[config.mk]
export PLATFORM = sky130hd
export DESIGN_NAME = ysyx_25060170_ifetch
export DESIGN_NICKNAME = d
export VERILOG_FILES = /design/src/rtl/ysyx_25060170_pkg.sv /design/src/rtl/ysyx_25060170_inst_buf.sv /design/src/rtl/ysyx_25060170_ifetch.sv
export SDC_FILE = /design/constraint.sdc
export NUM_CORES = 1
export LEC_CHECK = 0
export ABC_AREA = 1
export CAP_MARGIN = 20
export CORE_AREA = 2 2 107 109
export CTS_BUF_LIST = sky130_fd_sc_hd__clkbuf_4
export DETAILED_ROUTE_END_ITERATION = 7
export DIE_AREA = 0 0 109 111
export GPL_ROUTABILITY_DRIVEN = 0
export PLACE_DENSITY = 0.89
export SYNTH_ARGS = -nofsm -noshare
export SYNTH_HDL_FRONTEND = slang
export SYNTH_SLANG_ARGS = --single-unit
[constraint.sdc]
create_clock -name clk -period 1.4 [get_ports clk]
set_clock_uncertainty 0.15 [all_clocks]
set_input_delay 0.21 -clock clk [delete_from_list [all_inputs] [get_ports clk]]
set_output_delay 0.21 -clock clk [all_outputs]
set_load 0.02 [all_outputs]
[src/rtl/ysyx_25060170_pkg.sv]
// Shared definitions for the instruction-fetch bus master: state encoding,
// default bus widths and the alignment check width.
package ysyx_25060170_pkg;

    localparam int DEF_ADDR_W = 32;
    localparam int DEF_DATA_W = 32;
    localparam int ALIGN_W    = 2;

    typedef enum logic [2:0] {
        IDLE  = 3'd0,
        REQ   = 3'd1,
        WAIT  = 3'd2,
        DRAIN = 3'd3,
        HOLD  = 3'd4
    } state_t;

endpackage

[src/rtl/ysyx_25060170_inst_buf.sv]
// Output register presented to decode while the fetch FSM sits in HOLD.
module ysyx_25060170_inst_buf
    import ysyx_25060170_pkg::*;
#(
    parameter int ADDR_W = DEF_ADDR_W,
    parameter int DATA_W = DEF_DATA_W
) (
    input  logic              clk,
    input  logic              rst,
    input  logic              load,
    input  logic [DATA_W-1:0] data_d,
    input  logic [ADDR_W-1:0] pc_d,
    input  logic              err_d,
    output logic [DATA_W-1:0] data_q,
    output logic [ADDR_W-1:0] pc_q,
    output logic              err_q
);

    always_ff @(posedge clk) begin
        if (rst) begin
            data_q <= '0;
            pc_q   <= '0;
            err_q  <= 1'b0;
        end else if (load) begin
            data_q <= data_d;
            pc_q   <= pc_d;
            err_q  <= err_d;
        end
    end

endmodule

[src/rtl/ysyx_25060170_ifetch.sv]
// Single-outstanding instruction fetch master: IFU address in, memory read over
// valid/ready, instruction plus PC out to decode, with flush/redirect handling.
module ysyx_25060170_ifetch
    import ysyx_25060170_pkg::*;
#(
    parameter int ADDR_W = DEF_ADDR_W,
    parameter int DATA_W = DEF_DATA_W
) (
    input  logic              clk,
    input  logic              rst,
    input  logic [ADDR_W-1:0] pc_i,
    input  logic              pc_valid_i,
    output logic              pc_ready_o,
    input  logic              flush_i,
    output logic              mem_req_valid_o,
    input  logic              mem_req_ready_i,
    output logic [ADDR_W-1:0] mem_req_addr_o,
    input  logic              mem_rsp_valid_i,
    input  logic [DATA_W-1:0] mem_rsp_data_i,
    input  logic              mem_rsp_err_i,
    output logic              mem_rsp_ready_o,
    output logic              inst_valid_o,
    input  logic              inst_ready_i,
    output logic [DATA_W-1:0] inst_o,
    output logic [ADDR_W-1:0] inst_pc_o,
    output logic              inst_err_o
);

    state_t            state_q, state_d;
    logic              drop_q, drop_d;
    logic [ADDR_W-1:0] addr_q, addr_d;
    logic              buf_load;
    logic [DATA_W-1:0] buf_data;
    logic [ADDR_W-1:0] buf_pc;
    logic              buf_err;
    logic              misaligned;

    assign misaligned = |pc_i[ALIGN_W-1:0];

    always_ff @(posedge clk) begin
        if (rst) begin
            state_q <= IDLE;
            drop_q  <= 1'b0;
            addr_q  <= '0;
        end else begin
            state_q <= state_d;
            drop_q  <= drop_d;
            addr_q  <= addr_d;
        end
    end

    always_comb begin
        state_d  = state_q;
        drop_d   = drop_q;
        addr_d   = addr_q;
        buf_load = 1'b0;
        buf_data = mem_rsp_data_i;
        buf_pc   = addr_q;
        buf_err  = mem_rsp_err_i;
        unique case (state_q)
            IDLE: begin
                drop_d = 1'b0;
                if (pc_valid_i && !flush_i) begin
                    addr_d = pc_i;
                    if (misaligned) begin
                        buf_load = 1'b1;
                        buf_data = '0;
                        buf_pc   = pc_i;
                        buf_err  = 1'b1;
                        state_d  = HOLD;
                    end else begin
                        state_d  = REQ;
                    end
                end
            end
            REQ: begin
                // A request cannot be withdrawn; a flush here is remembered
                // and its response is swallowed in DRAIN.
                if (mem_req_ready_i) begin
                    state_d = (flush_i || drop_q) ? DRAIN : WAIT;
                    drop_d  = 1'b0;
                end else if (flush_i) begin
                    drop_d  = 1'b1;
                end
            end
            WAIT: begin
                if (mem_rsp_valid_i) begin
                    if (flush_i) begin
                        state_d  = IDLE;
                    end else begin
                        buf_load = 1'b1;
                        state_d  = HOLD;
                    end
                end else if (flush_i) begin
                    state_d = DRAIN;
                end
            end
            DRAIN: begin
                if (mem_rsp_valid_i) state_d = IDLE;
            end
            HOLD: begin
                // Handshake wins over flush: decode kills what it accepted.
                if (inst_ready_i) begin
                    if (pc_valid_i && !flush_i) begin
                        addr_d = pc_i;
                        if (misaligned) begin
                            buf_load = 1'b1;
                            buf_data = '0;
                            buf_pc   = pc_i;
                            buf_err  = 1'b1;
                            state_d  = HOLD;
                        end else begin
                            state_d  = REQ;
                        end
                    end else begin
                        state_d = IDLE;
                    end
                end else if (flush_i) begin
                    state_d = IDLE;
                end
            end
            default: state_d = IDLE;
        endcase
    end

    assign pc_ready_o      = !rst && (flush_i || state_q == IDLE ||
                                      (state_q == HOLD && inst_ready_i));
    assign mem_req_valid_o = (state_q == REQ);
    assign mem_req_addr_o  = addr_q;
    assign mem_rsp_ready_o = (state_q == WAIT) || (state_q == DRAIN);
    assign inst_valid_o    = (state_q == HOLD);

    ysyx_25060170_inst_buf #(
        .ADDR_W (ADDR_W),
        .DATA_W (DATA_W)
    ) u_inst_buf (
        .clk    (clk),
        .rst    (rst),
        .load   (buf_load),
        .data_d (buf_data),
        .pc_d   (buf_pc),
        .err_d  (buf_err),
        .data_q (inst_o),
        .pc_q   (inst_pc_o),
        .err_q  (inst_err_o)
    );

endmodule
==> run summary <==
DPL Wire Length: 8970 um
commonest non-fill, non-tap cell in the layout: nand2_1
slowest cell delay on critical path: 0.40 ns
area fraction of the dominant cell type after synthesis: 47.4%
via total after detailed routing: 4854
Peak VDD IR: 0.799 mV
total congestion overflow: 0
Critical Path Start Type: flop
Arrival @ worst endpoint: 1.92 ns
detailed router's first-iteration violation count: 332
Hold Path Class: input port to flop
clk root buf: clkbuf_4
drt total wl: 15300 um
Total GRT Usage: 21.5%
CTS buffer count: 9
NetSw: 5.19 mW
# fillers: 938
Clock Pin Slew Worst Setup and Hold Paths: 0.15 ns
switch share: 40.8%
# clock sinks: 101
CTS tree: done
RSZ-0062 raised after global routing: yes
core region area: 11100 um2
vias per std cell: 5.01
vias in the first global route: 4269
CP max-delay cell: dfxtp_4
final setup margin: -0.332 ns
peak fanout along the critical path: 12
count of cell types in the netlist: 26
Final Hold Fails: 0
Avg WL per Cell: 15.8 um
fin. max-slew vios: 0
Syn Nets: 679
layout cells sized above 1: 38.4%
WP data required: 1.59 ns
I/O pin cnt: 173
period utilisation layout: 124%
Slew Limit Headroom: 69.4%
Static Leakage: 3.33 nW
Final Instance Area: 7020 um2
Slew @ Worst Pin: 0.459 ns
setup violators final: 105
worst path cell trace: nor2_4 -> o21ai_4 -> buf_4 -> nor2_4 -> inv_1 -> o211a_1
initial antenna violation count: 1
Total Power: 12.7 mW
mapped cell area: 4260 um2
delay-heaviest family, CP: buffers and inverters
Bufs and invs on worst path: 2
die area: 12100 um2
flops & latches, synth: 101
TritonRoute pass-1 iters: 4
global-route wire length before repair: 20700 um
most frequent cells in the layout: 111 x nand2_1, 93 x nor2_1, 91 x buf_2, 71 x clkdlybuf4s50_1, 68 x o21ai_1
depth of the CTS H-tree: 3
# DRC: 0
antenna viol nets, final: 0
setup_tns: -26.60 ns
Synth Instances: 607
Initial Util: 38.5%
max cap viols: 0
Clk Latency, worst-skew pair: 0.42 ns
P_int: 7.54 mW
Max clock buf depth: 2
post-layout min period: 1.73 ns
Std-Cell Rows: 39
Port Buffers: 172
CP most frequent cell: nor2_4
Reg area: 2080 um2
crit end category: flop
die width: 109 um
WS Path Type: flop to flop
syn avg cell area: 7.02 um2
Syn. warnings: 0
largest net degree at the start of global routing: 50
Final Core Density: 63.4%
fin nets: 892
multi-input logic area: 2240 um2
sequential share of the synthesized area: 47.4%
Gate power share: 52.6%
run status: finished, violations left
FMAX: 577 MHz
Area Overhead vs Synth: 64.7%
pwr/cell area: 1810 nW/um2
clock share of power: 15.1%
die height: 111 um
post-place setup slack: -0.642 ns
top post-synthesis cells by area: dfxtp_1 47%, nor2_1 11%, nand2_1 11%
sequential share of power: 32.2%
placed inst area: 6400 um2
failing checks: negative setup slack
top cell type by total area after synthesis: dfxtp_1
-- registers in the layout (all words and copies together) (netlist names) --
signal / cells
u_inst_buf.data_q: 32
u_inst_buf.pc_q: 32
u_inst_buf.err_q: 1
drop_q: 1
mem_req_addr_o: 32
state_q: 3
-- worst reg2reg max path: stages, from the launching register on --
cell and delay (ns):
dfxtp_4 0.40, nor2_4 0.16, o21ai_4 0.10, buf_4 0.16, nor2_4 0.16, inv_1 0.25, o211a_1 0.28
-- synth_stat cells --
cell,n
o21bai_1,2
buf_6,3
nor3_1,2
nor2_1,128
dfxtp_1,101
o21ai_1,39
o21ai_0,75
a21oi_1,26
nand2_1,124
nor2_4,1
buf_4,6
nor4_1,1
o21ai_4,1
buf_2,13
inv_2,4
nor2_2,3
or2_2,1
o211a_1,2
nand4_1,1
clkbuf_1,20
inv_1,30
nand3_1,19
nand3_2,2
nand3b_1,1
nand2_2,1
a211oi_1,1
-- final timing paths --
path | start | cells after the start | slack, ns | end
max | state_q[0]$_SDFFE_PP0P_ | 6 | -0.33 | mem_req_addr_o[1]$_SDFFE_PP0P_
min reg2reg | u_inst_buf.pc_q[1]$_SDFFE_PP0P_ | 2 | 0.35 | u_inst_buf.pc_q[1]$_SDFFE_PP0P_
max reg2reg | state_q[0]$_SDFFE_PP0P_ | 6 | -0.33 | mem_req_addr_o[1]$_SDFFE_PP0P_
min | pc_i[18] | 3 | 0.17 | mem_req_addr_o[18]$_SDFFE_PP0P_
-- final cells by class --
cell class | instances | share of cell area, %
antenna | 1 | 0.0357
clock buffer | 11 | 1.18
clock inverter | 5 | 1.53
inverter | 34 | 2.10
multi-input combinational | 430 | 31.9
sequential | 101 | 29.6
tap | 143 | 2.55
timing repair buffer | 244 | 31.1
-- layer usage --
metal	vias to the layer above	wire length, um	track usage (%)	part of all wire (%)
met4	0	252	7.69	1.6
met5	-	0	0	0
li1	2390	-	-	-
met2	175	7800	36.0	51
met3	20	1020	4.47	6.7
met1	2269	6210	26.9	41
-- what timing repair did --
item | in CTS | in global routing
hold endpoints to repair | 0 | 0
buffers inserted | 8 | 11
resized for setup | 463 | 141
hold buffers | 0 | 0
endpoints found under the setup margin | 201 | 116
pin swaps | 5 | 9
gates cloned | 3 | 11
-- per-stage QoR --
stage          std cells  hold WS [ns]
2_1_floorplan        607         0.195
4_1_cts              948         0.126
6_report             969         0.165
5_1_grt              969         0.145
3_5_place_dp         921         0.325
3_3_place_gp         921         0.314
-- kinds of logic (layout without fill, tap and decap cells) --
family	after synthesis	count (layout)	share of synthesized area, %
AOI/OAI and AO/OA	146	146	17.8
and+or+nand+nor	284	284	26.6
buffers and inverters	76	294	8.13
DFF	101	101	47.4
other	0	1	0
-- power by group through the flow --
stage | registers [mW] | clock network [mW] | logic [mW]
5_1_grt | 4.18 | 2.08 | 7.16
3_3_place_gp | 4.05 | 0 | 5.35
2_1_floorplan | 4.84 | 0 | 2.27
6_report | 4.10 | 1.93 | 6.70
3_5_place_dp | 4.08 | 0 | 5.45
4_1_cts | 4.03 | 1.98 | 5.31
Note: power is estimated with default switching activity, not from simulation.
